`config.mk`:
```
export PLATFORM = sky130hd
export DESIGN_NAME = mem_stage
export DESIGN_NICKNAME = d
export VERILOG_FILES = /design/src/rtl/mem_stage.sv
export SDC_FILE = /design/constraint.sdc
export NUM_CORES = 1
export LEC_CHECK = 0
export CAP_MARGIN = 20
export CORE_MARGIN = 5
export CORE_UTILIZATION = 42
export CTS_BUF_LIST = sky130_fd_sc_hd__clkbuf_8
export CTS_CLUSTER_SIZE = 12
export DETAILED_ROUTE_END_ITERATION = 8
export PLACE_DENSITY = 0.83
export SYNTH_ARGS = -nofsm -noshare
export SYNTH_HDL_FRONTEND = slang
export SYNTH_SLANG_ARGS = --single-unit
```
`constraint.sdc`:
```
create_clock -name clk -period 4.85 [get_ports clk]
set_input_delay 1.455 -clock clk [delete_from_list [all_inputs] [get_ports clk]]
set_output_delay 1.455 -clock clk [all_outputs]
set_load 0.02 [all_outputs]
```
`src/rtl/mem_stage.sv`:
```
// RV32I memory stage: EX/MEM register, load/store through a req/ready data port,
// load alignment/extension and a single write-back register per retired instruction.
module mem_stage #(
    parameter bit          MISALIGN_CHECK = 1'b1,
    parameter int unsigned DMEM_AW        = 32
) (
    input  logic               clk,
    input  logic               rst,
    input  logic               ex_valid,
    input  logic [4:0]         ex_opcode,
    input  logic [2:0]         ex_func3,
    input  logic [31:0]        ex_alu_out,
    input  logic [31:0]        ex_rs2_data,
    input  logic [4:0]         ex_rd,
    input  logic               ex_reg_write,
    output logic               mem_stall,
    output logic               dmem_req,
    output logic               dmem_we,
    output logic [DMEM_AW-1:0] dmem_addr,
    output logic [3:0]         dmem_wstrb,
    output logic [31:0]        dmem_wdata,
    input  logic               dmem_ready,
    input  logic [31:0]        dmem_rdata,
    output logic               mem_misaligned,
    output logic               wb_valid,
    output logic [4:0]         wb_rd,
    output logic               wb_reg_write,
    output logic [31:0]        wb_data
);

    localparam int unsigned XLEN = 32;
    localparam logic [4:0] OP_LOAD  = 5'b00000;
    localparam logic [4:0] OP_STORE = 5'b01000;

    typedef enum logic [1:0] {SZ_B, SZ_H, SZ_W} size_e;
    typedef enum logic {IDLE, ACCESS} state_e;

    typedef struct packed {
        logic            valid;
        logic [4:0]      opcode;
        logic [2:0]      func3;
        logic [XLEN-1:0] alu_out;
        logic [XLEN-1:0] rs2;
        logic [4:0]      rd;
        logic            reg_write;
    } stage_t;

    // Reserved func3 encodings (loads 011/110/111, stores 011/1xx) behave as words.
    function automatic size_e acc_size(input logic [4:0] opcode, input logic [2:0] func3);
        size_e sz;
        case (func3[1:0])
            2'b00:   sz = SZ_B;
            2'b01:   sz = SZ_H;
            default: sz = SZ_W;
        endcase
        if (opcode == OP_STORE && func3[2]) begin
            sz = SZ_W;
        end
        return sz;
    endfunction

    function automatic logic is_mem_op(input logic [4:0] opcode);
        return (opcode == OP_LOAD) || (opcode == OP_STORE);
    endfunction

    function automatic logic is_misaligned(input logic [4:0] opcode, input logic [2:0] func3,
                                           input logic [1:0] addr_lo);
        logic mis;
        mis = 1'b0;
        if (MISALIGN_CHECK && is_mem_op(opcode)) begin
            case (acc_size(opcode, func3))
                SZ_H:    mis = addr_lo[0];
                SZ_W:    mis = |addr_lo;
                default: mis = 1'b0;
            endcase
        end
        return mis;
    endfunction

    stage_t  s_q;
    state_e  state_q;
    state_e  state_d;
    logic    capture;
    logic    ex_access;
    logic    s_is_load;
    logic    s_is_store;
    logic    s_mis;
    size_e   s_size;
    logic [1:0]      s_lo;
    logic [3:0]      strb_raw;
    logic [XLEN-1:0] wdata_raw;
    logic [XLEN-1:0] rshift;
    logic [XLEN-1:0] load_val;

    assign mem_stall = (state_q == ACCESS) && !dmem_ready;
    assign capture   = !mem_stall;
    assign ex_access = ex_valid && is_mem_op(ex_opcode)
                       && !is_misaligned(ex_opcode, ex_func3, ex_alu_out[1:0]);

    assign s_is_load  = (s_q.opcode == OP_LOAD);
    assign s_is_store = (s_q.opcode == OP_STORE);
    assign s_mis      = is_misaligned(s_q.opcode, s_q.func3, s_q.alu_out[1:0]);
    assign s_size     = acc_size(s_q.opcode, s_q.func3);
    assign s_lo       = s_q.alu_out[1:0];

    // State register
    always_ff @(posedge clk) begin
        if (rst) begin
            state_q <= IDLE;
        end else begin
            state_q <= state_d;
        end
    end

    // Next state: decided whenever the stage register captures a new instruction
    always_comb begin
        state_d = state_q;
        if (capture) begin
            state_d = ex_access ? ACCESS : IDLE;
        end
    end

    // EX/MEM stage register, held while an access is outstanding
    always_ff @(posedge clk) begin
        if (rst) begin
            s_q <= '0;
        end else if (capture) begin
            s_q.valid     <= ex_valid;
            s_q.opcode    <= ex_opcode;
            s_q.func3     <= ex_func3;
            s_q.alu_out   <= ex_alu_out;
            s_q.rs2       <= ex_rs2_data;
            s_q.rd        <= ex_rd;
            s_q.reg_write <= ex_reg_write;
        end
    end

    // Store lane strobes and replicated data
    always_comb begin
        strb_raw  = 4'b0000;
        wdata_raw = s_q.rs2;
        case (s_size)
            SZ_B: begin
                strb_raw  = 4'b0001 << s_lo;
                wdata_raw = {4{s_q.rs2[7:0]}};
            end
            SZ_H: begin
                strb_raw  = 4'b0011 << s_lo;
                wdata_raw = {2{s_q.rs2[15:0]}};
            end
            default: begin
                strb_raw  = 4'b1111;
                wdata_raw = s_q.rs2;
            end
        endcase
    end

    assign dmem_req   = (state_q == ACCESS);
    assign dmem_we    = dmem_req && s_is_store;
    assign dmem_wstrb = dmem_we ? strb_raw : 4'b0000;
    assign dmem_wdata = wdata_raw;
    assign dmem_addr  = DMEM_AW'({s_q.alu_out[XLEN-1:2], 2'b00});

    // Load lane select and sign/zero extension
    assign rshift = dmem_rdata >> {s_lo, 3'b000};
    always_comb begin
        load_val = dmem_rdata;
        case (s_size)
            SZ_B: load_val = s_q.func3[2] ? {24'b0, rshift[7:0]}
                                          : {{24{rshift[7]}}, rshift[7:0]};
            SZ_H: load_val = s_q.func3[2] ? {16'b0, rshift[15:0]}
                                          : {{16{rshift[15]}}, rshift[15:0]};
            default: load_val = dmem_rdata;
        endcase
    end

    // Write-back register; IDLE means S retires (or is a bubble) at this edge
    always_ff @(posedge clk) begin
        if (rst) begin
            wb_valid       <= 1'b0;
            wb_reg_write   <= 1'b0;
            wb_rd          <= 5'd0;
            wb_data        <= '0;
            mem_misaligned <= 1'b0;
        end else begin
            wb_valid       <= 1'b0;
            wb_reg_write   <= 1'b0;
            mem_misaligned <= 1'b0;
            if (state_q == IDLE) begin
                wb_valid       <= s_q.valid;
                wb_rd          <= s_q.rd;
                wb_data        <= s_q.alu_out;
                wb_reg_write   <= s_q.valid && s_q.reg_write && !s_mis;
                mem_misaligned <= s_q.valid && s_mis;
            end else if (dmem_ready) begin
                wb_valid     <= 1'b1;
                wb_rd        <= s_q.rd;
                wb_data      <= s_is_load ? load_val : s_q.alu_out;
                wb_reg_write <= s_is_load && s_q.reg_write;
            end
        end
    end

endmodule

```
==> results.py, run 1 <==
metrics = {
    "global_route": {
        "grt_pass1_vias": 6091,
        "grt_pass1_wl_um": 33600,
        "antenna_found_initial": 2,
        "grt_start_max_net_pins": 81,
        "globalRoute.totalOverflow": 0,
        "grtUsageTotal_pct": 23.6,
    },
    "hold_path": {
        "min_path_type": "flip-flop to flip-flop",
        "hold-path-cell-count": 2,
        "worstHoldStart": "s_q[4]",
        "min_to": "s_q[4]",
    },
    "cts": {
        "cts_tree": "yes",
        "clock_latency_ps": 440,
        "path_clk_slew_ps": 70,
        "clk_root_buffer_cell": "sky130_fd_sc_hd__clkbuf_8",
        "cts-hold-fix-buffers": 0,
        "clockBufferDepth": 2,
        "clock_tree.htree_level_count": 4,
        "cts.repair_timing.setup_buffer_count": 0,
        "cts_num_sinks": 120,
        "cts_made_buffers": 17,
    },
    "timing": {
        "timing.clock.skew_ps": 9.62,
        "worstMarginPinSlew_ps": 1050,
        "setup_violating_endpoint_count_in_the_final_report": 0,
        "final_cycle_utilization_of_the_critical_path_pct": 92.8,
        "final_min_period_ps": 4500,
        "maxClockFrequency_ghz": 0.222,
        "setup-tns-final_ps": 0,
        "finalHoldViolations": 0,
        "worst_slew_margin_rel_pct": 29.7,
        "unrepaired_setup_endpoints_after_global_routing": "false",
        "timing.final.max_slew_violations": 0,
    },
    "floorplanning": {
        "chipWidth_um": 132,
        "initial_core_util_pct": 43.0,
        "core_region_area_um2": 14600,
        "die_area_um2": 17500,
        "core.rowCount": 44,
        "design.portCount": 225,
        "die_height_um": 132,
    },
    "place": {
        "placedInstanceArea_um2": 8220,
        "place_congestion": 0.946,
        "placement.io_buffers": 222,
        "hpwl_um": 14800,
    },
    "synthesis": {
        "yosysWarningCount": 0,
        "synth_seq_cells": 120,
        "postSynth.topFlopCell": "sky130_fd_sc_hd__dfxtp_1",
        "netlist_area_um2": 6300,
        "ys_top_cells_by_area": "sky130_fd_sc_hd__dfxtp_1, sky130_fd_sc_hd__nand2_1, sky130_fd_sc_hd__a21oi_1, sky130_fd_sc_hd__buf_4, sky130_fd_sc_hd__a2bb2oi_1",
        "asyncSetResetFlopFracSynth_pct": 0,
        "number_of_flops_mapped_to_enable_cells_by_yosys": 0,
        "yosysUniqueCellTypes": 50,
        "synth.top_cell.area_share_pct": 38.1,
        "synth_seq_area_share_pct": 38.1,
        "netlist_instances": 805,
        "syn_area_per_cell_um2": 7.82,
        "synth_largest_area_cell": "sky130_fd_sc_hd__dfxtp_1",
    },
    "power_and_ir_drop": {
        "power.ir.vdd_worst_mv": 0.289,
        "p_sw_share_pct": 29.1,
        "power.share.sequential_pct": 42.4,
        "power_report.internal_total_mw": 1.81,
        "power.clock.fraction_pct": 37.2,
        "powerDensity_nw_per_um2": 295,
        "power.switching_mw": 0.744,
        "static-leakage-power_nw": 3.36,
        "power_frac_comb_pct": 20.3,
    },
    "worst_setup_path": {
        "reg2reg_slack_ps": 2010,
        "crit_type": "flip-flop to output port",
        "worst_r2r_endpoint": "wb_data[17]",
        "timing.critical_path.slowest_stage_cell": "sky130_fd_sc_hd__clkdlybuf4s50_1",
        "crit_reg_reg_startpoint": "s_q[74]",
        "timing.critical_path.from_type": "flip-flop",
        "crit_path_end_kind": "output port",
        "worstPathCellList": "nor4_2 > buf_4 > a21oi_4 > nand2_1 > inv_1 > ha_1 > buf_4 > a21oi_1 > a21oi_1 > clkdlybuf4s50_1",
        "worstPathArrival_ps": 3050,
        "count_of_buffer_and_inverter_cells_on_the_critical_path": 4,
        "crit_fanout": 13,
        "cpLargestDelayFamily": "buffers and inverters",
        "cp_data_required_time_ps": 3390,
        "cp_slowest_stage_delay_ps": 680,
        "r2r_cells": 9,
    },
    "run_status": {
        "status": "finished clean",
    },
    "detailed_routing": {
        "drt-pass1-iter-count": 5,
        "drt_drc_violations_left": 0,
        "post_drt_antenna_nets": 0,
        "via_count_of_the_routed_design": 6376,
        "detail_route.wl_per_cell_um": 18.5,
        "drt_first_iter_violations": 595,
        "via_per_inst": 5.58,
        "route.final.wire_length_um": 21100,
    },
    "layout": {
        "finish.instance_area_um2": 8640,
        "utilization_after_layout_pct": 59.0,
        "nets": 1065,
        "drive_gt1_share_pct": 8.14,
        "layout-area-overhead-vs-synth_pct": 37.2,
    },
    "flow_run": {
        "cap_viol_max_count": 0,
    },
}
## sequential cells by signal, indices dropped and copies added, names as in the netlist
register and flops:
s_q 47, wb_data 32, dmem_addr 30, wb_rd 5, s_lo 2, dmem_req 1
mem_misaligned 1, wb_reg_write 1, wb_valid 1
## power groups by stage
| stage | clock (mW) | sequential [mW] | combinational (mW) |
|---|---|---|---|
| 2_1_floorplan | 0 | 1.10 | 0.293 |
| 3_3_place_gp | 0 | 1.10 | 0.509 |
| 3_5_place_dp | 0 | 1.10 | 0.515 |
| 4_1_cts | 0.968 | 1.08 | 0.518 |
| 5_1_grt | 1.02 | 1.09 | 0.557 |
| 6_report | 0.950 | 1.08 | 0.519 |
## kinds of logic after synthesis
family          count (synthesis)  share of synthesized area (%)
other cells                     1                         0.0595
buf+inv                       130                           11.2
flops                         120                           38.1
compound gates                251                           28.5
simple gates                  288                           19.3
mux                             9                           1.63
fa+ha+maj                       6                           1.19
## timing repair
action,CTS,global route
setup endpoints to repair,0,2
endpoints found under the hold margin,0,0
gates resized for setup,0,1
## cells in the final DEF (no fill, tap or decap), types with 3 or more instances in the layout
master / Yosys / routed
sky130_fd_sc_hd__nor2b_1: 3 / 3
sky130_fd_sc_hd__inv_1: 14 / 13
sky130_fd_sc_hd__nand3_1: 10 / 10
sky130_fd_sc_hd__a32o_1: 8 / 8
sky130_fd_sc_hd__a221oi_1: 21 / 21
sky130_fd_sc_hd__o22ai_1: 30 / 30
sky130_fd_sc_hd__buf_4: 43 / 15
sky130_fd_sc_hd__a221oi_2: 10 / 10
sky130_fd_sc_hd__o21ai_0: 25 / 25
sky130_fd_sc_hd__clkinv_2: 0 / 4
sky130_fd_sc_hd__bufinv_16: 0 / 3
sky130_fd_sc_hd__mux2i_1: 8 / 8
sky130_fd_sc_hd__clkdlybuf4s50_1: 0 / 221
sky130_fd_sc_hd__a2111oi_2: 7 / 7
sky130_fd_sc_hd__ha_1: 6 / 6
sky130_fd_sc_hd__a21boi_1: 3 / 3
sky130_fd_sc_hd__a21boi_0: 5 / 5
sky130_fd_sc_hd__dfxtp_1: 120 / 120
sky130_fd_sc_hd__clkbuf_8: 0 / 17
sky130_fd_sc_hd__nor4_1: 9 / 9
sky130_fd_sc_hd__o2bb2ai_1: 8 / 7
sky130_fd_sc_hd__a211oi_1: 9 / 9
sky130_fd_sc_hd__nand2_1: 212 / 212
sky130_fd_sc_hd__a21oi_1: 93 / 92
sky130_fd_sc_hd__clkinvlp_4: 0 / 3
sky130_fd_sc_hd__nand2b_1: 11 / 10
sky130_fd_sc_hd__inv_6: 0 / 3
sky130_fd_sc_hd__a2bb2oi_1: 23 / 23
sky130_fd_sc_hd__nor2_1: 29 / 29
## routing by layer
layer / routed length [um] / share of wire (%) / track usage, %
met1: 9080 / 43 / 30.5
met3: 1540 / 7.3 / 6.95
met2: 9690 / 46 / 36.7
met4: 790 / 3.7 / 10.1
met5: 13 / 0.062 / 0
## how the worst max path moves through the flow
stage                           from        endpoint  depth (start not counted)
after floorplan              s_q[76]   dmem_wstrb[3]                         10
final                        s_q[74]   dmem_wstrb[2]                         10
after global routing         s_q[77]  dmem_wdata[29]                          9
after CTS                    s_q[74]   dmem_wstrb[2]                         10
after global placement    dmem_ready       mem_stall                          4
after detailed placement  dmem_ready       mem_stall                          4
## stage by stage
step,instances,setup slack [ps],power (mW),hold WS [ps]
floorplan,806,831,1.40,427
global placement,1110,612,1.61,436
detailed placement,1110,614,1.62,443
CTS,1142,170,2.57,453
global route,1143,141,2.66,471
finish,1143,347,2.55,452
## worst reg2reg max path: cells and delay by family (launching register included)
| kind | cells | cell delay, ps |
|---|---|---|
| compound gates | 3 | 690 |
| fa+ha+maj | 1 | 200 |
| simple gates | 2 | 770 |
| flops | 1 | 370 |
| buf+inv | 3 | 720 |
## cells in the mapped netlist, types with 2 or more instances
| library cell | number |
|---|---|
| sky130_fd_sc_hd__a31oi_1 | 2 |
| sky130_fd_sc_hd__a221oi_1 | 21 |
| sky130_fd_sc_hd__ha_1 | 6 |
| sky130_fd_sc_hd__nor2b_1 | 3 |
| sky130_fd_sc_hd__a21oi_1 | 93 |
| sky130_fd_sc_hd__o2bb2ai_1 | 8 |
| sky130_fd_sc_hd__mux2i_1 | 8 |
| sky130_fd_sc_hd__buf_4 | 43 |
| sky130_fd_sc_hd__or2_2 | 2 |
| sky130_fd_sc_hd__and2_1 | 2 |
| sky130_fd_sc_hd__buf_6 | 3 |
| sky130_fd_sc_hd__nand3_1 | 10 |
| sky130_fd_sc_hd__nor2_1 | 29 |
| sky130_fd_sc_hd__a2111oi_2 | 7 |
| sky130_fd_sc_hd__o22ai_1 | 30 |
| sky130_fd_sc_hd__a21boi_1 | 3 |
| sky130_fd_sc_hd__a221oi_2 | 10 |
| sky130_fd_sc_hd__nand2_1 | 212 |
| sky130_fd_sc_hd__inv_1 | 14 |
| sky130_fd_sc_hd__nor4_1 | 9 |
| sky130_fd_sc_hd__buf_1 | 4 |
| sky130_fd_sc_hd__buf_2 | 15 |
| sky130_fd_sc_hd__o21ai_0 | 25 |
| sky130_fd_sc_hd__a211oi_1 | 9 |
| sky130_fd_sc_hd__a21boi_0 | 5 |
| sky130_fd_sc_hd__a2bb2oi_1 | 23 |
| sky130_fd_sc_hd__a32o_1 | 8 |
| sky130_fd_sc_hd__nand2b_1 | 11 |
| sky130_fd_sc_hd__dfxtp_1 | 120 |
| sky130_fd_sc_hd__clkbuf_1 | 50 |
## cell type report
class	count	area, um2
antenna	1	2.50
clock buffer	17	234
clock inverter	15	176
fill	1285	6000
inverter	14	55.1
multi-input combinational	556	3220
sequential	120	2400
tap	184	230
timing repair buffer	236	2320
Note: power is estimated with default switching activity, not from simulation.
==> inputs of run 2 (changes only) <==
--- a/config.mk
+++ b/config.mk
@@ -11,7 +11,7 @@
 export CTS_BUF_LIST = sky130_fd_sc_hd__clkbuf_8
 export CTS_CLUSTER_SIZE = 12
 export DETAILED_ROUTE_END_ITERATION = 8
-export PLACE_DENSITY = 0.83
+export PLACE_DENSITY = 0.86
 export SYNTH_ARGS = -nofsm -noshare
 export SYNTH_HDL_FRONTEND = slang
 export SYNTH_SLANG_ARGS = --single-unit
==> constraint.sdc (replaced) <==
create_clock -name clk -period 3.9 [get_ports clk]
set_input_delay 1.17 -clock clk [delete_from_list [all_inputs] [get_ports clk]]
set_output_delay 1.17 -clock clk [all_outputs]
set_load 0.02 [all_outputs]
==> results.py, run 2 (synthesis results as in run 1) <==
metrics = {
    "layout": {
        "registers.top_by_ff_count": "s_q",
        "most_frequent_cells_in_the_layout": "sky130_fd_sc_hd__nand2_1, sky130_fd_sc_hd__clkdlybuf4s50_1, sky130_fd_sc_hd__dfxtp_1",
        "antenna-diode-count": 0,
        "finish.instance_area_um2": 8630,
        "most_frequent_standard_cell_in_the_layout_excluding_fill_and_tap_cells": "sky130_fd_sc_hd__nand2_1",
        "largest_register_ffs": 47,
        "drive_gt1_share_pct": 8.83,
        "layoutNonFillerInstCount": 1147,
        "layout-area-overhead-vs-synth_pct": 36.9,
        "nets": 1071,
    },
    "worst_setup_path": {
        "cpLargestDelayFamily": "flip-flops",
        "r2r_cells": 9,
        "timing.critical_path.from_type": "flip-flop",
        "timing.critical_path.slowest_stage_cell": "sky130_fd_sc_hd__dfxtp_1",
        "cp_slowest_stage_delay_ps": 830,
        "crit_fanout": 24,
        "count_of_buffer_and_inverter_cells_on_the_critical_path": 2,
        "worstPathArrival_ps": 2570,
        "cp_data_required_time_ps": 2730,
        "crit_path_end_kind": "output port",
        "critical_path.most_common_cell": "sky130_fd_sc_hd__nor2_1",
        "worstPathCellList": "nor2_1 > a211oi_1 > buf_4 > nor2_1 > clkdlybuf4s50_1",
        "crit_type": "flip-flop to output port",
        "cp_num_cells": 5,
    },
    "floorplanning": {
        "initial_core_util_pct": 43.0,
        "core.rowCount": 44,
        "chipWidth_um": 132,
        "die_area_um2": 17500,
        "die_height_um": 132,
        "design.portCount": 225,
        "core_region_area_um2": 14600,
    },
    "cts": {
        "clock_latency_ps": 450,
        "cts_num_sinks": 120,
        "clock_tree.htree_level_count": 4,
        "cts_tree": "yes",
        "clk_root_buffer_cell": "sky130_fd_sc_hd__clkbuf_8",
        "clockBufferDepth": 2,
        "path_clk_slew_ps": 70,
        "cts-hold-fix-buffers": 0,
        "cts_made_buffers": 17,
    },
    "timing": {
        "finalHoldViolations": 0,
        "timing.final.max_slew_violations": 0,
        "timing.clock.skew_ps": 12.7,
        "worstMarginPinSlew_ps": 1010,
        "final_cycle_utilization_of_the_critical_path_pct": 95.8,
        "worst_slew_margin_rel_pct": 32.1,
        "final.setup.worst_slack_ps": 165,
        "timing.hold.ws_ps": 452,
        "unrepaired_setup_endpoints_after_global_routing": "false",
        "maxClockFrequency_ghz": 0.268,
        "setup-tns-final_ps": 0,
        "final_min_period_ps": 3740,
        "setup_violating_endpoint_count_in_the_final_report": 0,
    },
    "global_route": {
        "grt_pass1_vias": 6039,
        "antenna_found_initial": 1,
        "globalRoute.totalOverflow": 0,
        "grtUsageTotal_pct": 23.1,
        "grt_pass1_wl_um": 32600,
        "grt_start_max_net_pins": 84,
    },
    "place": {
        "placement.io_buffers": 222,
        "place_congestion": 0.905,
        "hpwl_um": 15000,
        "number_of_cells_in_the_design_after_placement": 1116,
        "preCtsSetupSlack_ps": 227,
        "placedInstanceArea_um2": 8270,
    },
    "detailed_routing": {
        "drt_first_iter_violations": 591,
        "drt_drc_violations_left": 0,
        "via_count_of_the_routed_design": 6412,
        "post_drt_antenna_nets": 0,
        "route.final.wire_length_um": 21000,
        "drt-pass1-iter-count": 5,
        "via_per_inst": 5.59,
        "detail_route.wl_per_cell_um": 18.3,
    },
    "run_status": {
        "status": "finished clean",
    },
    "hold_path": {
        "min_path_type": "flip-flop to flip-flop",
        "hold-path-cell-count": 2,
    },
    "flow_run": {
        "cap_viol_max_count": 0,
    },
    "power_and_ir_drop": {
        "power.ir.vdd_worst_mv": 0.250,
        "powerDensity_nw_per_um2": 351,
        "static-leakage-power_nw": 3.49,
    },
}
[run 2: cell types whose count changed in the layout (fill, tap and decap cells not counted), moves of 2 or more]
| cell | before | now |
|---|---|---|
| sky130_fd_sc_hd__clkinv_2 | 4 | 9 |
| sky130_fd_sc_hd__dlymetal6s2s_1 | 0 | 3 |
| sky130_fd_sc_hd__inv_6 | 3 | 0 |
| sky130_fd_sc_hd__inv_1 | 13 | 15 |
| sky130_fd_sc_hd__buf_4 | 15 | 21 |
| sky130_fd_sc_hd__ha_1 | 6 | 4 |
| sky130_fd_sc_hd__clkdlybuf4s50_1 | 221 | 196 |
| sky130_fd_sc_hd__clkinv_4 | 2 | 0 |
| sky130_fd_sc_hd__ha_2 | 0 | 2 |
| sky130_fd_sc_hd__dlygate4sd2_1 | 0 | 22 |
[run 2: final cells by class]
cell class | count | area (um2)
multi-input combinational | 556 | 3230
clock buffer | 17 | 234
clock inverter | 14 | 119
sequential | 120 | 2400
tap | 184 | 230
fill | 1299 | 6020
inverter | 14 | 57.6
timing repair buffer | 242 | 2350
[run 2: worst register-to-register path, delay by kind of cell, from the launching register on]
family / cells / cell delay (ps)
AOI/OAI and AO/OA: 3 / 720
adders and majority gates: 1 / 220
buffers and inverters: 2 / 270
DFF: 1 / 340
and+or+nand+nor: 3 / 870
[run 2: worst paths after layout]
check        startpoint             to  slack [ps]
max             s_lo[0]  dmem_wstrb[0]         160
min             s_q[22]        s_q[22]         450
max reg2reg     s_q[77]    wb_data[19]        1370
min reg2reg     s_q[22]        s_q[22]         450
[run 2: layer usage]
layer | part of all wire, % | global-route usage [%] | vias to the layer above
li1 | - | - | 3087
met2 | 45 | 34.9 | 290
met3 | 8.0 | 6.23 | 58
met5 | 0.033 | 0 | -
met1 | 42 | 29.7 | 2975
met4 | 4.8 | 13.3 | 2
[run 2: through the flow]
step	utilization [%]	total power, mW
finish	58.9	3.02
global route	58.9	3.16
CTS	58.8	3.04
detailed placement	56.5	2.02
global placement	56.5	2.01
floorplan	-	1.74
[run 2: what timing repair did]
action / 4_1_cts / 5_1_grt
setup buffers: 0 / 0
endpoints found under the setup margin: 25 / 13
endpoints found under the hold margin: 0 / 0
resized for setup: 26 / 5
[run 2: where the power goes]
group / internal [mW] / switching, mW / total [mW]
registers: 1.29 / 0.0558 / 1.34
clock network: 0.545 / 0.491 / 1.04
logic: 0.319 / 0.325 / 0.644
total: 2.15 / 0.871 / 3.02
==> inputs of run 3 (changes only) <==
--- a/config.mk
+++ b/config.mk
@@ -5,7 +5,7 @@
 export SDC_FILE = /design/constraint.sdc
 export NUM_CORES = 1
 export LEC_CHECK = 0
-export CAP_MARGIN = 20
+export CAP_MARGIN = 40
 export CORE_MARGIN = 5
 export CORE_UTILIZATION = 42
 export CTS_BUF_LIST = sky130_fd_sc_hd__clkbuf_8
==> results.py, run 3 (synthesis results as in run 1) <==
metrics = {
    "place": {
        "placement.io_buffers": 222,
        "hpwl_um": 15000,
        "place_congestion": 0.905,
    },
    "layout": {
        "antenna-diode-count": 0,
        "registers.top_by_ff_count": "s_q",
        "layout-area-overhead-vs-synth_pct": 38.8,
        "most_frequent_standard_cell_in_the_layout_excluding_fill_and_tap_cells": "sky130_fd_sc_hd__nand2_1",
        "n_fill_cell": 1308,
        "drive_gt1_share_pct": 9.43,
        "largest_register_ffs": 47,
        "most_frequent_cells_in_the_layout": "sky130_fd_sc_hd__nand2_1, sky130_fd_sc_hd__clkdlybuf4s50_1, sky130_fd_sc_hd__dfxtp_1",
        "nets": 1072,
    },
    "floorplanning": {
        "initial_core_util_pct": 43.0,
        "core_region_area_um2": 14600,
        "die_area_um2": 17500,
        "chipWidth_um": 132,
        "core.rowCount": 44,
        "design.portCount": 225,
        "die_height_um": 132,
    },
    "detailed_routing": {
        "via_per_inst": 5.64,
        "detail_route.wl_per_cell_um": 18.3,
        "post_drt_antenna_nets": 0,
        "route.final.wire_length_um": 21000,
        "drt-pass1-iter-count": 6,
        "drt_drc_violations_left": 0,
        "via_count_of_the_routed_design": 6484,
        "drt_first_iter_violations": 601,
    },
    "worst_setup_path": {
        "worstPathCellList": "and2_1 > a21oi_2 > nand2_1 > inv_1 > ha_1 > o21ai_0 > a21oi_1 > clkdlybuf4s50_1",
        "cp_slowest_stage_delay_ps": 690,
        "worstPathArrival_ps": 2570,
        "crit_fanout": 5,
        "crit_type": "flip-flop to output port",
        "timing.critical_path.from_type": "flip-flop",
        "crit_path_end_kind": "output port",
        "timing.critical_path.slowest_stage_cell": "sky130_fd_sc_hd__clkdlybuf4s50_1",
        "cp_data_required_time_ps": 2730,
    },
    "cts": {
        "path_clk_slew_ps": 70,
        "clock_tree.htree_level_count": 4,
        "cts.repair_timing.setup_buffer_count": 0,
        "cts-hold-fix-buffers": 0,
        "clockBufferDepth": 2,
        "clock_latency_ps": 440,
        "cts_num_sinks": 120,
        "cts_made_buffers": 17,
        "clk_root_buffer_cell": "sky130_fd_sc_hd__clkbuf_8",
        "cts_tree": "yes",
    },
    "power_and_ir_drop": {
        "powerDensity_nw_per_um2": 371,
        "finalPower_mw": 3.24,
        "power.ir.vdd_worst_mv": 0.234,
        "static-leakage-power_nw": 3.52,
    },
    "timing": {
        "final_min_period_ps": 3740,
        "timing.hold.ws_ps": 452,
        "timing.clock.skew_ps": 9.27,
        "setup-tns-final_ps": 0,
        "worstMarginPinSlew_ps": 868,
        "final_cycle_utilization_of_the_critical_path_pct": 95.9,
        "worst_slew_margin_rel_pct": 42.0,
        "timing.final.max_slew_violations": 0,
        "unrepaired_setup_endpoints_after_global_routing": "false",
        "maxClockFrequency_ghz": 0.267,
        "finalHoldViolations": 0,
        "setup_violating_endpoint_count_in_the_final_report": 0,
    },
    "flow_run": {
        "cap_viol_max_count": 0,
    },
    "global_route": {
        "grt_pass1_vias": 6029,
        "globalRoute.totalOverflow": 0,
        "grt_start_max_net_pins": 84,
        "grtUsageTotal_pct": 22.9,
        "grt_pass1_wl_um": 32300,
        "antenna_found_initial": 1,
    },
    "hold_path": {
        "min_path_type": "flip-flop to flip-flop",
    },
    "run_status": {
        "status": "finished clean",
    },
}
## run 3: critical path: cells and delay by family, from the launching register on
family	cells	cell delay [ps]
AOI/OAI and AO/OA	3	500
adders and majority gates	1	190
buffers and inverters	2	790
DFF	1	340
and+or+nand+nor	2	330
## run 3: power by group
group	internal, mW	switching, mW
Combinational	0.322	0.325
Clock	0.725	0.522
Sequential	1.29	0.0569
Total	2.34	0.903
## run 3: timing repair
action / in CTS / in global routing
setup endpoints to repair: 25 / 17
pin swaps: 0 / 0
hold endpoints to repair: 0 / 0
resized for setup: 25 / 8
## run 3: final timing paths
| check | startpoint | to | slack, ps | depth (start not counted) |
|---|---|---|---|---|
| worst max-delay path | s_q[76] | dmem_wstrb[3] | 160 | 8 |
| worst min register to register | wb_rd[3] | wb_rd[3] | 450 | 2 |
| worst min-delay path | wb_rd[3] | wb_rd[3] | 450 | 2 |
| worst max register to register | s_q[77] | wb_data[19] | 1350 | 9 |
## run 3: cell type report
type / count / area [um2] / area share, %
Timing Repair Buffer: 243 / 2360 / 27.1
Inverter: 14 / 57.6 / 0.659
Sequential cell: 120 / 2400 / 27.5
Tap cell: 184 / 230 / 2.63
Multi-Input combinational cell: 556 / 3250 / 37.1
Clock buffer: 19 / 262 / 2.99
Clock inverter: 13 / 178 / 2.03
## run 3: layer usage
layer / wire, um / track usage, % / part of all wire (%)
met5: 7 / 0 / 0.033
met4: 1070 / 13.7 / 5.1
met3: 1540 / 6.07 / 7.3
met2: 9520 / 34.3 / 45
met1: 8920 / 29.6 / 42
## run 3: stage by stage
stage | cells | util [%] | worst slack [ps] | cell area [um2]
after global placement | 1116 | 56.5 | 250 | 8270
after global routing | 1149 | 59.7 | 2.03 | 8740
after CTS | 1149 | 59.5 | 15.9 | 8710
after detailed placement | 1117 | 56.6 | 239 | 8280
after floorplan | 806 | - | 166 | 6300
final | 1149 | 59.7 | 161 | 8740
